===== src/rtl/serdes_io_link.sv =====
// -----------------------------------------------------------------------------
// serdes_io_link
// Single-lane differential line driver and line receiver in one block.
//
// TX side: drives one bit per clock onto a complementary pair, supports forced
// electrical idle and a receiver-detect handshake (charge the line for
// DET_CYCLES, then sample the pad comparator once).
// RX side: registers the incoming pair, recovers the bit and flags electrical
// idle after IDLE_FILTER consecutive equal-pair cycles.
//
// Parameters:
//   DET_CYCLES  (1..255) common-mode charge cycles before the sense is sampled
//   IDLE_FILTER (1..15)  equal-pair cycles before RXIDLE asserts
//
// Ports:
//   TRANSCLK    in   clock, rising edge
//   RESET_N     in   synchronous active-low reset
//   data        in   TX bit
//   TXIDLE      in   request electrical idle
//   RXDET       in   start receiver detect
//   DET_SENSE   in   pad comparator, 1 = far-end termination present
//   LPBK        in   (SERDES_LOOPBACK_EN only) RX uses internal TX pair
//   RXDET_O     out  detect result, held until the next detect completes
//   RXDET_DONE  out  one-cycle pulse when RXDET_O is updated
//   TX_P/TX_N   out  line pair
//   RX_P/RX_N   in   line pair from link partner
//   RXIDLE      out  electrical idle seen on RX pair
//   data_out    out  recovered bit
//
// Optional build macro: SERDES_LOOPBACK_EN adds the LPBK input.
// -----------------------------------------------------------------------------
module serdes_io_link #(
  parameter int DET_CYCLES  = 4,
  parameter int IDLE_FILTER = 2
) (
  input  logic TRANSCLK,
  input  logic RESET_N,
  input  logic data,
  input  logic TXIDLE,
  input  logic RXDET,
  input  logic DET_SENSE,
`ifdef SERDES_LOOPBACK_EN
  input  logic LPBK,
`endif
  output logic RXDET_O,
  output logic RXDET_DONE,
  output logic TX_P,
  output logic TX_N,
  input  logic RX_P,
  input  logic RX_N,
  output logic RXIDLE,
  output logic data_out
);

  typedef enum logic [1:0] {
    ST_ACTIVE     = 2'd0,
    ST_ELEC_IDLE  = 2'd1,
    ST_DET_CHARGE = 2'd2,
    ST_DET_SAMPLE = 2'd3
  } tx_state_t;

  localparam logic [7:0] DET_LOAD = 8'(DET_CYCLES - 1);
  localparam logic [3:0] IDLE_MAX = 4'(IDLE_FILTER);

  // Pair levels for a given TX state: {P, N}
  function automatic logic [1:0] line_drive(input tx_state_t st, input logic d);
    logic [1:0] pair;
    case (st)
      ST_ACTIVE:     pair = {d, ~d};
      ST_ELEC_IDLE:  pair = 2'b00;
      ST_DET_CHARGE: pair = 2'b11;
      ST_DET_SAMPLE: pair = 2'b11;
      default:       pair = 2'b00;
    endcase
    return pair;
  endfunction

  tx_state_t  r_state;
  tx_state_t  w_state_nxt;
  logic [7:0] r_det_cnt;
  logic [7:0] w_det_cnt_nxt;
  logic       w_det_sample;

  logic       w_rx_p;
  logic       w_rx_n;
  logic       r_rx_p;
  logic       r_rx_n;
  logic       w_rx_diff;
  logic [3:0] r_idle_cnt;
  logic [3:0] w_idle_cnt_nxt;

  // TX next-state: a running detect owns the lane; RXDET beats TXIDLE beats data
  always_comb begin
    w_state_nxt   = r_state;
    w_det_cnt_nxt = r_det_cnt;
    w_det_sample  = 1'b0;
    case (r_state)
      ST_DET_CHARGE: begin
        if (r_det_cnt == 8'd0) begin
          w_state_nxt = ST_DET_SAMPLE;
        end else begin
          w_det_cnt_nxt = r_det_cnt - 8'd1;
        end
      end
      ST_DET_SAMPLE: begin
        // RXDET is deliberately not looked at here so a held request
        // only re-triggers once the lane is back in ACTIVE/ELEC_IDLE.
        w_det_sample = 1'b1;
        if (TXIDLE) begin
          w_state_nxt = ST_ELEC_IDLE;
        end else begin
          w_state_nxt = ST_ACTIVE;
        end
      end
      ST_ACTIVE, ST_ELEC_IDLE: begin
        if (RXDET) begin
          w_state_nxt   = ST_DET_CHARGE;
          w_det_cnt_nxt = DET_LOAD;
        end else if (TXIDLE) begin
          w_state_nxt = ST_ELEC_IDLE;
        end else begin
          w_state_nxt = ST_ACTIVE;
        end
      end
      default: begin
        w_state_nxt = ST_ELEC_IDLE;
      end
    endcase
  end

  // TX state, line drive (from next state) and detect result registers
  always_ff @(posedge TRANSCLK) begin
    if (!RESET_N) begin
      r_state    <= ST_ELEC_IDLE;
      r_det_cnt  <= 8'd0;
      TX_P       <= 1'b0;
      TX_N       <= 1'b0;
      RXDET_O    <= 1'b0;
      RXDET_DONE <= 1'b0;
    end else begin
      r_state      <= w_state_nxt;
      r_det_cnt    <= w_det_cnt_nxt;
      {TX_P, TX_N} <= line_drive(w_state_nxt, data);
      RXDET_DONE   <= w_det_sample;
      if (w_det_sample) begin
        RXDET_O <= DET_SENSE;
      end
    end
  end

`ifdef SERDES_LOOPBACK_EN
  // Loopback taps the registered TX pair; the RX input register is the only filter
  assign w_rx_p = LPBK ? TX_P : RX_P;
  assign w_rx_n = LPBK ? TX_N : RX_N;
`else
  assign w_rx_p = RX_P;
  assign w_rx_n = RX_N;
`endif

  // Equal-pair run length, saturating at the filter length
  always_comb begin
    w_rx_diff = r_rx_p ^ r_rx_n;
    if (w_rx_diff) begin
      w_idle_cnt_nxt = 4'd0;
    end else if (r_idle_cnt == IDLE_MAX) begin
      w_idle_cnt_nxt = r_idle_cnt;
    end else begin
      w_idle_cnt_nxt = r_idle_cnt + 4'd1;
    end
  end

  // RX input register, idle detection and recovered bit
  always_ff @(posedge TRANSCLK) begin
    if (!RESET_N) begin
      r_rx_p     <= 1'b0;
      r_rx_n     <= 1'b0;
      r_idle_cnt <= 4'd0;
      RXIDLE     <= 1'b1;
      data_out   <= 1'b0;
    end else begin
      r_rx_p     <= w_rx_p;
      r_rx_n     <= w_rx_n;
      r_idle_cnt <= w_idle_cnt_nxt;
      // RXIDLE sets when the run saturates and clears only on a differential
      // pair, so it stays high straight out of reset on an idle line.
      if (w_rx_diff) begin
        RXIDLE <= 1'b0;
      end else if (w_idle_cnt_nxt == IDLE_MAX) begin
        RXIDLE <= 1'b1;
      end
      data_out <= w_rx_diff ? r_rx_p : 1'b0;
    end
  end

endmodule


===== config.mk =====
export PLATFORM = sky130hd
export DESIGN_NAME = serdes_io_link
export DESIGN_NICKNAME = d
export VERILOG_FILES = /design/src/rtl/serdes_io_link.sv
export SDC_FILE = /design/constraint.sdc
export NUM_CORES = 1
export LEC_CHECK = 0
export ABC_AREA = 1
export CORE_AREA = 3 3 53 55
export CTS_BUF_LIST = sky130_fd_sc_hd__clkbuf_4 sky130_fd_sc_hd__clkbuf_8
export CTS_CLUSTER_SIZE = 24
export DETAILED_ROUTE_END_ITERATION = 12
export DIE_AREA = 0 0 56 58
export HOLD_SLACK_MARGIN = 0.05
export PLACE_DENSITY_LB_ADDON = 0.05
export RECOVER_POWER = 50
export REMOVE_ABC_BUFFERS = 1
export SYNTH_ARGS = -nofsm -noshare
export SYNTH_HDL_FRONTEND = slang
export SYNTH_SLANG_ARGS = --single-unit

===== constraint.sdc =====
create_clock -name TRANSCLK -period 1.72 [get_ports TRANSCLK]
set_clock_uncertainty 0.2 [all_clocks]
set_input_delay 0.172 -clock TRANSCLK [delete_from_list [all_inputs] [get_ports TRANSCLK]]
set_output_delay 0.172 -clock TRANSCLK [all_outputs]
set_load 0.005 [all_outputs]

# Word-level counts from Yosys, hierarchy flattened
# Index checks and enable logic that the tools add are counted.
# Widths: inputs -> output; s select.
# word_totals
reg_bits,22
# classes
addsub,2
n_eq_ne,10
muxes,13
bitwise_logic,2
reduce_logical,9
# ops
op,count
$mux 8,2
$pmux 8 s2,1
$pmux 2 s3,2
$eq 2x2->1 const B,4
$eq 4x2->1 const B,2
$logic_not 8->1,1
$mux 4,2
$sub 8x1->8 const B,1
$add 4x1->4 const B,1
$eq 2x1->1 const B,2
$logic_not 2->1,2
$mux 1,4
$mux 2,2
$ne 2x2->1 const B,2
$reduce_bool 2->1,2
$reduce_or 2->1,2
$reduce_and 3->1,1
$reduce_and 2->1,1
$not 1->1,1
$xor 1x1->1,1

# Longest topological paths before layout
# Gate-level depths: netlist (run 1).
# logic_depth
ltp_word,6
depth_mapped,9
depth_no_buf,9

# Worst setup path after synthesis (run 1)
# No wires, ideal clock.
# synth_path
path_kind,register -> register
from,register r_det_cnt[0]
to,register r_det_cnt[0]
arrival_ps,1241
required_time_ps,1401
path_slack_ps,160
stages_incl_launch_ff,10
path_buffers,0
period_less_slack_ps,1560
path_cell_list,dfxtp_1 > inv_1 > ha_1 > inv_1 > nor2_1 > nand3_4 > nand2_4 > clkinv_2 > nor2_1 > nor2_1
# synth_via
elab_chain_len,3
# synth_lines
item,line,source
start: declaration,80,logic [7:0] r_det_cnt;
start signal: assignment,142,r_det_cnt <= w_det_cnt_nxt;
$sub 8x1->8 / $logic_not 8->1 (equally long branches),"102, 99",
$mux 8 / $ne 2x2->1 (equally long branches),--,
$pmux 8 s2 / $reduce_and 3->1 (equally long branches),--,
# Several ways; a longest one is shown, not always the timed one. The select of a mux whose other input is x is not followed.
# A chain may end at the register's enable or synchronous reset.

# Worst setup path in the final report (run 1)
# layout_path
from,register RXDET_DONE
to,output port RXDET_DONE
# layout_lines
item,line,source
start: declaration,46,"output logic RXDET_DONE,"
start signal: assignment,144,RXDET_DONE <= w_det_sample;
# No word-level cell between the ends.

==> metrics.log, run 1 <==
INFO  metric io_buffer_count = 13
INFO  metric worst_path_largest_cell_delay = 0.55 ns
INFO  metric netlist_instances = 144
INFO  metric drive_gt1_share = 11.11%
INFO  metric timing.critical_path.from = RXDET_DONE$_SDFF_PN0_
INFO  metric finalWeightedCongestion = 0.7341
INFO  metric grt_max_degree = 13
INFO  metric max-vdd-ir-drop = 0.5372 mV
INFO  metric most_common_cell_after_layout_fill_and_taps_aside = nand2_1
INFO  metric final_clock_period_utilization_by_the_worst_path = 90.30%
INFO  metric timing.critical_path.cells = dlygate4sd3_1
INFO  metric clock_latency_at_the_later_pin_of_the_worst_skew_pair = 0.30 ns
INFO  metric post_cts_hold_buffer_count = 0
INFO  metric reg2reg_capture_point = r_det_cnt[0]$_SDFFE_PN0P_
INFO  metric layout.nets = 174
INFO  metric remaining_antenna_violation_count = 0
INFO  metric grt_setup_unrepaired = no
INFO  metric synth-main-ff-cell = dfxtp_1
INFO  metric startpoint_of_the_lowest_slack_register_to_register_path = r_det_cnt[0]$_SDFFE_PN0P_
INFO  metric synth_edf_count = 0
INFO  metric aggregate_global_routing_overflow = 0
INFO  metric die_area = 3248 um^2
INFO  metric time_the_final_worst_path_needs_with_i_o_delays_and_setup = 1.553 ns
INFO  metric timing.critical_path.max_delay_family = buffers and inverters
INFO  metric status = complete, no violations
INFO  metric via_per_inst = 4.760
INFO  metric mappedNetlistArea = 1074 um^2
INFO  metric dpl_worst_slack = 0.1024 ns
INFO  metric synth_warnings = 0
INFO  metric wire_per_inst = 10.18 um
INFO  metric grt_antenna_before_repair = 0
INFO  metric whs = 0.1900 ns
INFO  metric type_of_the_worst_setup_path = reg -> out
INFO  metric groute.usage.overall = 13.67%
INFO  metric cts.clk_slew.worst_paths = 0.12 ns
INFO  metric power.leakage = 0.0006204 uW
INFO  metric antenna_cells_inserted = 0
INFO  metric number_of_buffer_and_inverter_stages_on_the_critical_path = 1
INFO  metric tightest_slew = 0.3928 ns
INFO  metric critical_path_required = 1.35 ns
INFO  metric fillers = 247
INFO  metric finalSetupTns = 0 ns
INFO  metric cts_tree = built
INFO  metric rr_worst_depth = 9
INFO  metric finalSetupViolations = 0
INFO  metric detailedRoute.firstIterationViolations = 14
INFO  metric top_level_ports = 14
INFO  metric floorplan.core_area = 2432 um^2
INFO  metric timing.slew.headroom = 73.82%
INFO  metric powerDensity = 922.2 nW/um^2
INFO  metric timing_max_transition_violations_final = 0
INFO  metric cell_with_the_largest_stage_delay_on_the_worst_path = dlygate4sd3_1
INFO  metric clk_path_buf_depth = 2
INFO  metric cp_max_fo = 1
INFO  metric worst_hold_startpoint = RX_N
INFO  metric postSynth.asyncResetShare = 0%
INFO  metric effective_utilization_at_floorplan = 44.14%
INFO  metric hold_class = in -> reg
INFO  metric mean_instance_size_in_the_synthesized_netlist = 7.455 um^2
INFO  metric drt_pre_antenna_iters = 4
INFO  metric root_buffer = clkbuf_4
INFO  metric synth.distinct_cells = 27
INFO  metric critical_path_arrival = 1.18 ns
INFO  metric timing.fmax = 643.9 MHz
INFO  metric timing_hold_violations_final = 0
INFO  metric setup.worst_path.start_class = flop
INFO  metric area.growth.synth_to_final = 19.93%
INFO  metric synth.yosys.seq_area_share = 41.03%
INFO  metric routed-via-count = 914
INFO  metric number_of_standard_cell_rows_in_the_floorplan = 18
INFO  metric setup_slack = 0.1669 ns
INFO  metric global_route_wire_length_before_repair = 3498 um
INFO  metric grt_pass1_vias = 822
INFO  metric detailed_place_hpwl = 1547 um
INFO  metric hold_depth = 3
INFO  metric clock_buffers_created_by_tritoncts = 3
INFO  metric totalWireLength = 1955 um
INFO  metric drc = 0
INFO  metric worstHoldEndpoint = r_rx_n$_SDFF_PN0_
INFO  metric regToRegSetupSlack = 0.17 ns
INFO  metric ys_seq_elements = 22
INFO  metric tritoncts_num_sinks = 22
INFO  metric dieHeight = 58 um
INFO  metric cts_htree_levels = 1
INFO  metric timing.max_cap.violations = 0
INFO  metric layout_common_cells = nand2_1 (27), nor2_1 (25), inv_1 (24), dfxtp_1 (22), clkdlybuf4s50_1 (11)
INFO  metric critical_path.endpoint_type = output port
INFO  metric die_w = 56 um
==> state kept, by name, indices dropped and copies added, names as in the netlist <==
signal	flops
r_det_cnt	8
r_idle_cnt	4
r_state	2
RXDET_DONE	1
RXDET_O	1
RXIDLE	1
TX_N	1
TX_P	1
data_out	1
r_rx_n	1
r_rx_p	1
==> cells by family after synthesis <==
kind of cell | synth area share (%)
AOI/OAI and AO/OA | 6.993
xor gates and xnor gates | 4.079
adders and majority gates | 3.497
buffers and inverters | 10.61
DFF | 41.03
and+or+nand+nor | 33.80
==> synth_stat cells (2+ instances only) <==
master / n / area (um^2)
nand2_1: 27 / 101.4
o211ai_1: 2 / 15.01
nand3_1: 6 / 30.03
o21ai_0: 2 / 10.01
nand4_1: 3 / 18.77
inv_1: 23 / 86.33
nand2_2: 2 / 12.51
xor2_1: 4 / 35.03
o31ai_1: 2 / 15.01
dfxtp_1: 22 / 440.4
nor3_1: 2 / 10.01
ha_1: 3 / 37.54
clkbuf_1: 2 / 7.510
a21oi_1: 4 / 20.02
nor2_1: 26 / 97.59
nand3_2: 3 / 30.03
==> per-layer routing <==
metal,track usage (%),wire [um],share of wire [%]
met1,18.08,962,49
met2,21.37,866,44
met3,2.450,99,5.1
met4,7.119,27,1.4
met5,0,0,0
==> power by group <==
group          internal [uW]  switching, uW
sequential               550           23.7
clock                    129            152
combinational            137            195
total                    816            371
==> worst max-delay path by stage <==
stage / end / cells after the start / slack, ns
2_1_floorplan: r_det_cnt[0]$_SDFFE_PN0P_ / 9 / 0.16
3_3_place_gp: r_det_cnt[0]$_SDFFE_PN0P_ / 7 / 0.14
3_5_place_dp: r_det_cnt[1]$_SDFFE_PN0P_ / 7 / 0.10
4_1_cts: r_det_cnt[1]$_SDFFE_PN0P_ / 9 / 0.12
5_1_grt: r_det_cnt[0]$_SDFFE_PN0P_ / 8 / 0.02
6_report: RXDET_DONE / 1 / 0.17
==> final cells by class <==
type	count	area [um^2]	area share, %
repair buffers	17	156.4	12.15
well taps	30	37.54	2.915
multi-input cells	94	521.8	40.52
flip-flops and latches	22	440.4	34.21
inverters	25	95.09	7.386
clock buffers	4	36.28	2.818
==> through the flow <==
stage	power [uW]	util [%]	std cells	cell area, um^2
6_report	1187	52.93	192	1287
5_1_grt	1278	52.93	192	1287
3_3_place_gp	910.5	51.49	188	1252
4_1_cts	1206	52.98	192	1289
3_5_place_dp	920.2	51.49	188	1252
2_1_floorplan	821.3	-	141	1055
==> what timing repair did <==
item | in CTS | in global routing
resized for setup | 0 | 1
setup buffers | 0 | 0
endpoints found under the setup margin | 0 | 1
No activity file was read; power rests on OpenSTA's default activity.
==> run 2, diff against run 1 <==
- RECOVER_POWER: 50 -> 100
==> run 2 against run 1 <==
Compared with the run above: critical path depth unchanged; flip-flop and latch count stayed put; sequential share of layout area grew 0.30 points; combinational power fell by 4%; setup slack worse by 0.042 ns; non-clock buffer count did not move; fmax down 2.7%; power is 1.0% lower; sequential power is essentially flat; die area unchanged; hold slack about the same; routed wire length grew 0.26%.
==> metrics.log, run 2 (synthesis gave the netlist of run 1 again) <==
INFO  metric status = complete, no violations
INFO  metric final_clock_period_utilization_by_the_worst_path = 92.76% (+2.5 points)
INFO  metric powerDensity = 921.0 nW/um^2 (-0.12%)
INFO  metric area.growth.synth_to_final = 18.88%
INFO  metric cell_with_the_largest_stage_delay_on_the_worst_path = dlygate4sd3_1
INFO  metric via_per_inst = 4.771 (+0.22%)
INFO  metric die_w = 56 um (unchanged)
INFO  metric setup.worst_path.start_class = flop
INFO  metric finalWeightedCongestion = 0.7341 (unchanged)
INFO  metric type_of_the_worst_setup_path = reg -> out
INFO  metric time_the_final_worst_path_needs_with_i_o_delays_and_setup = 1.596 ns (+0.04240 ns)
INFO  metric timing.max_cap.violations = 0 (unchanged)
INFO  metric cp_max_fo = 2 (+1)
INFO  metric layout_common_cells = nand2_1 (27), inv_1 (25), nor2_1 (25), dfxtp_1 (22), nand3_1 (8)
INFO  metric cts_tree = built
INFO  metric tightest_slew = 0.3870 ns (-0.005738 ns)
INFO  metric worst_path_largest_cell_delay = 0.57 ns (+0.02 ns)
INFO  metric top_regs = r_det_cnt: 8 flops, r_idle_cnt: 4 flops, r_state: 2 flops
INFO  metric detailedRoute.firstIterationViolations = 17 (+3)
INFO  metric clk_path_buf_depth = 2 (unchanged)
INFO  metric remaining_antenna_violation_count = 0 (unchanged)
INFO  metric hold_class = in -> reg
INFO  metric wire_per_inst = 10.21 um (+0.26%)
INFO  metric postcts_setup_bufs = 0 (unchanged)
INFO  metric critical_path.endpoint_type = output port
INFO  metric top_level_ports = 14 (unchanged)
INFO  metric grt_antenna_before_repair = 0 (unchanged)
INFO  metric timing.critical_path.cells = dlygate4sd3_1
INFO  metric drc = 0 (unchanged)
INFO  metric critical_path_arrival = 1.22 ns (+0.04 ns)
INFO  metric drt_pre_antenna_iters = 4 (unchanged)
INFO  metric cts.clk_slew.worst_paths = 0.12 ns (about the same)
INFO  metric dieHeight = 58 um (unchanged)
INFO  metric grt_pass1_vias = 822 (unchanged)
INFO  metric die_area = 3248 um^2 (unchanged)
INFO  metric post_dp_cell_area = 1252 um^2 (unchanged)
INFO  metric timing_max_transition_violations_final = 0 (unchanged)
INFO  metric largest_reg_flops = 8 (unchanged)
INFO  metric post_cts_hold_buffer_count = 0 (unchanged)
INFO  metric max-vdd-ir-drop = 0.5317 mV (-1.0%)
INFO  metric grt_max_degree = 13 (unchanged)
INFO  metric timing.critical_path.max_delay_family = buffers and inverters
INFO  metric post-place-cells = 188 (unchanged)
INFO  metric fin_area = 1276 um^2 (-0.87%)
INFO  metric finalSetupViolations = 0 (unchanged)
INFO  metric timing.slew.headroom = 74.20% (+0.38 points)
INFO  metric layout.core_utilization = 52.47% (-0.46 points)
INFO  metric number_of_buffer_and_inverter_stages_on_the_critical_path = 1 (unchanged)
INFO  metric largest-register = r_det_cnt
INFO  metric global_route_wire_length_before_repair = 3498 um (unchanged)
INFO  metric timing_hold_violations_final = 0 (unchanged)
INFO  metric finalSetupTns = 0 ns (unchanged)
INFO  metric grt_setup_unrepaired = no
INFO  metric cts_htree_levels = 1 (unchanged)
INFO  metric power.leakage = 0.0006278 uW (+1.2%)
INFO  metric layout.nets = 174 (unchanged)
INFO  metric most_common_cell_after_layout_fill_and_taps_aside = nand2_1
INFO  metric timing.fmax = 626.8 MHz (-2.7%)
INFO  metric critical_path_required = 1.35 ns (about the same)
INFO  metric totalWireLength = 1960 um (+0.26%)
INFO  metric clock_latency_at_the_later_pin_of_the_worst_skew_pair = 0.30 ns (about the same)
INFO  metric aggregate_global_routing_overflow = 0 (unchanged)
INFO  metric drive_gt1_share = 9.259% (-1.9 points)
INFO  metric finalPower = 1175 uW (-1.0%)
INFO  metric effective_utilization_at_floorplan = 44.14% (unchanged)
INFO  metric antenna_cells_inserted = 0 (unchanged)
INFO  metric number_of_standard_cell_rows_in_the_floorplan = 18 (unchanged)
INFO  metric io_buffer_count = 13 (unchanged)
INFO  metric groute.usage.overall = 13.67% (unchanged)
INFO  metric tritoncts_num_sinks = 22 (unchanged)
INFO  metric cts_resized = 0 (unchanged)
INFO  metric routed-via-count = 916 (+0.22%)
INFO  metric detailed_place_hpwl = 1547 um (unchanged)
INFO  metric floorplan.core_area = 2432 um^2 (unchanged)
INFO  metric instances_no_fill = 192 (unchanged)
INFO  metric root_buffer = clkbuf_4
INFO  metric clock_buffers_created_by_tritoncts = 3 (unchanged)
run 2: changes by cell type in the layout (fill, tap and decap cells not counted), sizes merged:
cell	previous run	this run
clkdlybuf4s50	11	6
clkinv	1	0
dlygate4sd3	2	7
inv	24	25
run 2: worst paths after layout:
kind / start / endpoint / slack [ns] / depth (start not counted)
worst max register to register: r_det_cnt[0]$_SDFFE_PN0P_ / r_det_cnt[0]$_SDFFE_PN0P_ / 0.19 / 9
worst min register to register: r_rx_n$_SDFF_PN0_ / data_out$_SDFF_PN0_ / 0.25 / 1
worst min-delay path: RX_N / r_rx_n$_SDFF_PN0_ / 0.19 / 3
worst max-delay path: RXIDLE$_SDFFE_PN1P_ / RXIDLE / 0.12 / 1
run 2: metal layers:
metal / vias up / wire length (um) / global-route usage [%]
met1: 405 / 968 / 18.08
li1: 482 / - / -
met4: 0 / 37 / 7.119
met3: 5 / 100 / 2.450
met2: 24 / 854 / 21.37
met5: - / 0 / 0
run 2: layout make-up:
cell class | count | area, um^2
Timing Repair Buffer | 17 | 156.4
Tap cell | 30 | 37.54
Inverter | 25 | 93.84
Fill cell | 248 | 1156
Clock buffer | 4 | 36.28
Multi-Input combinational cell | 94 | 511.7
Sequential cell | 22 | 440.4
run 2: power by group:
part | switching, uW | leakage, uW | internal [uW]
sequential | 23.4 | 0.000181 | 550
clock | 152 | 0.0000210 | 129
combinational | 190 | 0.000426 | 131
total | 365 | 0.000628 | 810
run 2: metrics by stage:
stage	setup slack [ns]	hold WS [ns]
global route	0.04193	0.2019
detailed placement	0.1024	0.2356
CTS	0.1203	0.1731
global placement	0.1358	0.2367
finish	0.1245	0.1898
floorplan	0.1590	0.06545
